### src/rtl/cut_seq_pkg.sv
// cut_seq_pkg: shared types and helpers for the CUT test-vector sequencer.
// Holds the sequencer state enum and the MISR next-state function used when
// the design is built with SEQ_MISR_EN.
package cut_seq_pkg;

    typedef enum logic [2:0] {
        ST_IDLE,
        ST_FETCH,
        ST_LOAD,
        ST_SETTLE,
        ST_CAPTURE,
        ST_EMIT,
        ST_DONE
    } seq_state_t;

    // Widest signature the shared MISR function supports.
    localparam int unsigned MISR_MAX_W = 64;
    localparam int unsigned MISR_IDX_W = $clog2(MISR_MAX_W);

    // One MISR step on the low 'width' bits: shift left, fold the poly in when
    // the outgoing MSB is set, then XOR the new response.
    function automatic logic [MISR_MAX_W-1:0] misr_next(
        input logic [MISR_MAX_W-1:0] sig,
        input logic [MISR_MAX_W-1:0] poly,
        input logic [MISR_MAX_W-1:0] data,
        input int unsigned           width
    );
        logic [MISR_MAX_W-1:0] mask;
        logic [MISR_MAX_W-1:0] shifted;
        mask    = (width >= MISR_MAX_W) ? '1
                                        : ((MISR_MAX_W'(1) << width) - MISR_MAX_W'(1));
        shifted = (sig << 1) & mask;
        if (sig[MISR_IDX_W'(width - 1)]) begin
            shifted = shifted ^ poly;
        end
        return (shifted ^ data) & mask;
    endfunction

endpackage

### src/rtl/cut_seq_misr.sv
// cut_seq_misr: signature register compacting the emitted CUT responses.
// Only defined and instantiated when SEQ_MISR_EN is set.
`ifdef SEQ_MISR_EN
module cut_seq_misr
    import cut_seq_pkg::*;
#(
    parameter int unsigned      OUT_W     = 26,
    parameter logic [OUT_W-1:0] MISR_POLY = OUT_W'(3)
) (
    input  logic             clk,
    input  logic             rst_n,
    input  logic             clear,
    input  logic             update,
    input  logic [OUT_W-1:0] data,
    output logic [OUT_W-1:0] signature
);

    // Signature: cleared at run start, advanced once per accepted response.
    always_ff @(posedge clk or negedge rst_n) begin
        if (!rst_n) begin
            signature <= '0;
        end else if (clear) begin
            signature <= '0;
        end else if (update) begin
            signature <= OUT_W'(misr_next(MISR_MAX_W'(signature),
                                          MISR_MAX_W'(MISR_POLY),
                                          MISR_MAX_W'(data),
                                          OUT_W));
        end
    end

endmodule
`endif

### src/rtl/cut_test_sequencer.sv
// cut_test_sequencer: clocked apply/settle/capture engine for a combinational
// CUT. Fetches vectors from a synchronous memory, drives them onto the CUT,
// captures the response after a programmable settle time and streams it out
// over valid/ready. Define SEQ_MISR_EN to build the response signature MISR;
// without it 'signature' is tied to zero.
module cut_test_sequencer
    import cut_seq_pkg::*;
#(
    parameter int unsigned      IN_W      = 60,
    parameter int unsigned      OUT_W     = 26,
    parameter int unsigned      NUM_VEC   = 10000,
    parameter int unsigned      ADDR_W    = 14,
    parameter int unsigned      SETTLE    = 1,
    parameter logic [OUT_W-1:0] MISR_POLY = OUT_W'(3)
) (
    input  logic              clk,
    input  logic              rst_n,
    input  logic              start,
    input  logic              abort,
    output logic              busy,
    output logic              done,
    output logic              vec_rd,
    output logic [ADDR_W-1:0] vec_addr,
    input  logic [IN_W-1:0]   vec_data,
    output logic [IN_W-1:0]   cut_in,
    input  logic [OUT_W-1:0]  cut_out,
    output logic              res_valid,
    input  logic              res_ready,
    output logic [OUT_W-1:0]  res_data,
    output logic [ADDR_W-1:0] res_index,
    output logic [OUT_W-1:0]  signature
);

    localparam int unsigned       CNT_W    = (SETTLE > 1) ? $clog2(SETTLE) : 1;
    localparam logic [ADDR_W-1:0] LAST_IDX = ADDR_W'(NUM_VEC - 1);

    if (NUM_VEC < 1 || SETTLE < 1 ||
        64'(NUM_VEC) > (64'd1 << ADDR_W) ||
        $bits(MISR_POLY) > MISR_MAX_W) begin : g_cfg_err
        $error("cut_test_sequencer: illegal parameter combination");
    end

    seq_state_t        state;
    seq_state_t        next_state;
    logic [ADDR_W-1:0] index;
    logic [ADDR_W-1:0] index_nxt;
    logic [CNT_W-1:0]  settle_cnt;
    logic              fire;

    assign busy = (state != ST_IDLE);
    assign fire = (state == ST_EMIT) && res_valid && res_ready && !abort;

    // State register.
    always_ff @(posedge clk or negedge rst_n) begin
        if (!rst_n) begin
            state <= ST_IDLE;
        end else begin
            state <= next_state;
        end
    end

    // Next-state and next-index decode; abort overrides every transition.
    always_comb begin
        next_state = state;
        index_nxt  = index;
        unique case (state)
            ST_IDLE: begin
                if (start) begin
                    next_state = ST_FETCH;
                    index_nxt  = '0;
                end
            end
            ST_FETCH:   next_state = ST_LOAD;
            ST_LOAD:    next_state = ST_SETTLE;
            ST_SETTLE: begin
                if (settle_cnt == '0) begin
                    next_state = ST_CAPTURE;
                end
            end
            ST_CAPTURE: next_state = ST_EMIT;
            ST_EMIT: begin
                if (fire) begin
                    if (index == LAST_IDX) begin
                        next_state = ST_DONE;
                    end else begin
                        next_state = ST_FETCH;
                        index_nxt  = index + ADDR_W'(1);
                    end
                end
            end
            ST_DONE:    next_state = ST_IDLE;
            default:    next_state = ST_IDLE;
        endcase
        if (abort) begin
            next_state = ST_IDLE;
            index_nxt  = index;
        end
    end

    // Registered outputs and datapath. Strobes are decoded from next_state
    // so they are high exactly during the matching state.
    always_ff @(posedge clk or negedge rst_n) begin
        if (!rst_n) begin
            index      <= '0;
            vec_rd     <= 1'b0;
            vec_addr   <= '0;
            done       <= 1'b0;
            res_valid  <= 1'b0;
            cut_in     <= '0;
            settle_cnt <= '0;
            res_data   <= '0;
            res_index  <= '0;
        end else begin
            index     <= index_nxt;
            vec_rd    <= (next_state == ST_FETCH);
            done      <= (next_state == ST_DONE);
            res_valid <= (next_state == ST_EMIT);
            if (next_state == ST_FETCH) begin
                vec_addr <= index_nxt;
            end
            if (state == ST_LOAD && !abort) begin
                cut_in     <= vec_data;
                settle_cnt <= CNT_W'(SETTLE - 1);
            end else if (state == ST_SETTLE && settle_cnt != '0) begin
                settle_cnt <= settle_cnt - CNT_W'(1);
            end
            if (state == ST_CAPTURE && !abort) begin
                res_data  <= cut_out;
                res_index <= index;
            end
        end
    end

`ifdef SEQ_MISR_EN
    logic misr_clear;
    assign misr_clear = (state == ST_IDLE) && start && !abort;

    cut_seq_misr #(
        .OUT_W     (OUT_W),
        .MISR_POLY (MISR_POLY)
    ) u_misr (
        .clk       (clk),
        .rst_n     (rst_n),
        .clear     (misr_clear),
        .update    (fire),
        .data      (res_data),
        .signature (signature)
    );
`else
    assign signature = '0;
`endif

endmodule

### config.mk
export PLATFORM = sky130hd
export DESIGN_NAME = cut_test_sequencer
export DESIGN_NICKNAME = d
export VERILOG_FILES = /design/src/rtl/cut_seq_pkg.sv /design/src/rtl/cut_seq_misr.sv /design/src/rtl/cut_test_sequencer.sv
export SDC_FILE = /design/constraint.sdc
export NUM_CORES = 1
export LEC_CHECK = 0
export CAP_MARGIN = 20
export CORE_MARGIN = 10
export CORE_UTILIZATION = 45
export DETAILED_ROUTE_END_ITERATION = 12
export PLACE_DENSITY = 0.93
export SYNTH_ARGS = -nofsm -noshare
export SYNTH_HDL_FRONTEND = slang
export SYNTH_SLANG_ARGS = --single-unit
### constraint.sdc
create_clock -name clk -period 6.1 [get_ports clk]
set_input_delay 0.915 -clock clk [delete_from_list [all_inputs] [get_ports clk]]
set_output_delay 0.915 -clock clk [all_outputs]
set_load 0.005 [all_outputs]
==> results.json <==
{
  "grt_pass1_vias": 4676,
  "path_clk_slew_ps": 50,
  "cts.sinks": 135,
  "post-route-util_pct": 67.6,
  "grt_usage_pct": 18.2,
  "overflow": 0,
  "r2r_start": "index[0]$_DFF_PN0_",
  "antenna_found_initial": 0,
  "slowest_stage": "and3_2",
  "cts_hold_buf": 0,
  "ant_nets": 0,
  "final_cell_area_um2": 8570,
  "worstHoldPathType": "primary input to asynchronous set/reset pin",
  "grt_pass1_wl_mm": 25.8,
  "netlist_area_um2": 5870,
  "clock_latency_ps": 410,
  "cts_max_path_buffers": 2,
  "hold_violations": 0,
  "synth_edf_count": 0,
  "cts-buffers-inserted": 17,
  "max_stage_delay_ps": 840,
  "hold_ws_ps": 469,
  "irDropWorstVdd_mv": 0.236,
  "wl_mm": 16.5,
  "fp.dieW_um": 134,
  "final_nets": 732,
  "netlist_instances": 432,
  "synthArstFlopShare_pct": 100,
  "path_delay_family": "simple AND/OR/NAND/NOR gates",
  "critical_path_class": "primary input to flip-flop",
  "syn_area_per_cell_um2": 13.6,
  "rsz0062_at_grt": "no",
  "fin_crit_sh_pct": 48.5,
  "crit_required_ps": 6390,
  "placed_area_um2": 7970,
  "post_drt_via_cell_ratio": 5.14,
  "cp.arrival_ps": 3250,
  "cts.repair.resized": 0,
  "worstReg2RegEnd": "vec_addr[9]$_DFFE_PN0N_",
  "worstPathMaxFanout": 40,
  "min_period_ps": 2960,
  "start_kind": "primary input",
  "worstRegToRegCells": 6,
  "post-route-drc-count": 0,
  "dieArea_um2": 18000,
  "setup_tns_ps": 0,
  "drive_gt1_share_pct": 24.5,
  "io_buffers": 208,
  "critPathBufInv": 1,
  "yosys_warnings": 0,
  "cap_violations": 0,
  "synth_seq_area_share_pct": 57.6,
  "start_util_pct": 46.3,
  "core_area_um2": 12700,
  "syn_to_final_growth_pct": 46.1,
  "diodes": 0,
  "slew_violations": 0,
  "fmax_mhz": 338,
  "end_kind": "flip-flop",
  "std_cell_rows": 41,
  "vias": 4238,
  "cts_setup_buffers": 0,
  "htree_levels": 4,
  "yosys_most_used_dff": "dfrtp_1",
  "hpwl_mm": 12.7,
  "regToRegSetupSlack_ps": 3860,
  "setup_viol_count_final": 0,
  "worstMarginPinSlew_ps": 921,
  "cp-startpoint": "abort",
  "place_congestion": 0.922,
  "cts_tree": "yes",
  "wl_per_cell_um": 20.1,
  "worstPathCellList": "clkdlybuf4s50_1 -> nor2_1 -> and3_2 -> mux2_2",
  "outcome": "finished, final reports clean",
  "yosysUniqueCellTypes": 60,
  "ys_ff_latch": 135,
  "io_pins": 235,
  "grt_max_degree": 75,
  "slew-limit-headroom_pct": 38.6,
  "worst_clock_skew_ps": 7.37,
  "drt_iter0_markers": 314,
  "dr.pass1.iters": 5,
  "root_buffer": "clkbuf_16",
  "p_per_area_nw_per_um2": 385,
  "power_leakage_uw": 0.00371,
  "fp.dieH_um": 134
}
how the worst max path moves through the flow:
stage | end | slack [ps] | cells past startpoint
after floorplan | vec_addr[11]$_DFFE_PN0N_ | 3870 | 5
after global placement | res_data[12]$_DFFE_PN0P_ | 2820 | 4
after detailed placement | res_data[17]$_DFFE_PN0P_ | 2730 | 4
after CTS | res_index[5]$_DFFE_PN0P_ | 3180 | 4
after global routing | res_data[8]$_DFFE_PN0P_ | 2990 | 4
final | res_index[5]$_DFFE_PN0P_ | 3140 | 4
placed cells by master, fill, tap and decap left out, types with 3 or more instances in the layout:
cell type and instances:
clkbuf_16 17, bufinv_16 3, clkbuf_1 3, nand3_1 8, nor2_1 17, a21oi_1 5, nand2_1 21, nor3_1 7
o211ai_1 3, o21ai_0 10, conb_1 26, inv_1 5, clkbuf_8 3, mux2_4 7, clkinv_2 3, dfrtp_1 135
mux2_2 101, nand4_1 3, clkdlybuf4s50_1 207, o21ai_1 3
state kept, by name, indices dropped and copies added (netlist names):
| signal | count |
|---|---|
| vec_rd | 1 |
| state | 3 |
| res_index | 14 |
| cut_in | 60 |
| index | 14 |
| done | 1 |
| settle_cnt | 1 |
| vec_addr | 14 |
| res_valid | 1 |
| res_data | 26 |
layer usage:
layer | up-vias | global-route usage, % | part of all wire, %
met2 | 229 | 30.5 | 50
met4 | 0 | 5.02 | 1.5
met5 | - | 0 | 0
li1 | 1907 | - | -
met1 | 2079 | 19.4 | 36
met3 | 23 | 9.90 | 12
per-stage QoR:
step	instances	total power (uW)	worst slack [ps]
CTS	824	3350	3180
global route	824	3480	2990
global placement	793	2250	2820
finish	824	3300	3140
detailed placement	793	2300	2730
floorplan	457	1600	3870
cells by family (layout without fill, tap and decap cells):
kind of cell | after synthesis | after routing | share of synthesized area (%)
flops | 135 | 135 | 57.6
mux | 108 | 108 | 21.2
simple gates | 85 | 85 | 8.70
buf+inv | 52 | 247 | 5.72
compound gates | 47 | 47 | 6.08
xor+xnor | 3 | 3 | 0.448
fa+ha+maj | 1 | 1 | 0.213
other cells | 1 | 26 | 0.0639
area by class of cell:
class	count	area, um2
Inverter	6	27.5
Tap cell	172	215
Timing Repair Buffer	210	2100
Clock inverter	8	121
Fill cell	890	4100
Sequential cell	135	3380
Multi-Input combinational cell	270	2250
Clock buffer	23	478
synthesized netlist by cell type (3+ instances only):
cell | number | area, um2
o21ai_0 | 10 | 50.1
nor2_1 | 17 | 63.8
mux2_2 | 101 | 1140
o21ai_1 | 3 | 15.0
buf_4 | 28 | 210
buf_2 | 10 | 50.1
nor3_1 | 7 | 35.0
nand3_1 | 8 | 40.0
nand2_1 | 21 | 78.8
nand4_1 | 3 | 18.8
inv_1 | 5 | 18.8
a21oi_1 | 5 | 25.0
clkbuf_1 | 4 | 15.0
and3_1 | 4 | 25.0
mux2_4 | 7 | 105
o211ai_1 | 3 | 22.5
dfrtp_1 | 135 | 3380
power by group:
| part | switching [uW] | leakage, uW | internal, uW | total [uW] |
|---|---|---|---|---|
| clock | 359 | 0.000293 | 671 | 1030 |
| combinational | 293 | 0.00168 | 675 | 969 |
| sequential | 144 | 0.00174 | 1160 | 1300 |
| total | 796 | 0.00371 | 2500 | 3300 |
Note: power is estimated with default switching activity, not from simulation.
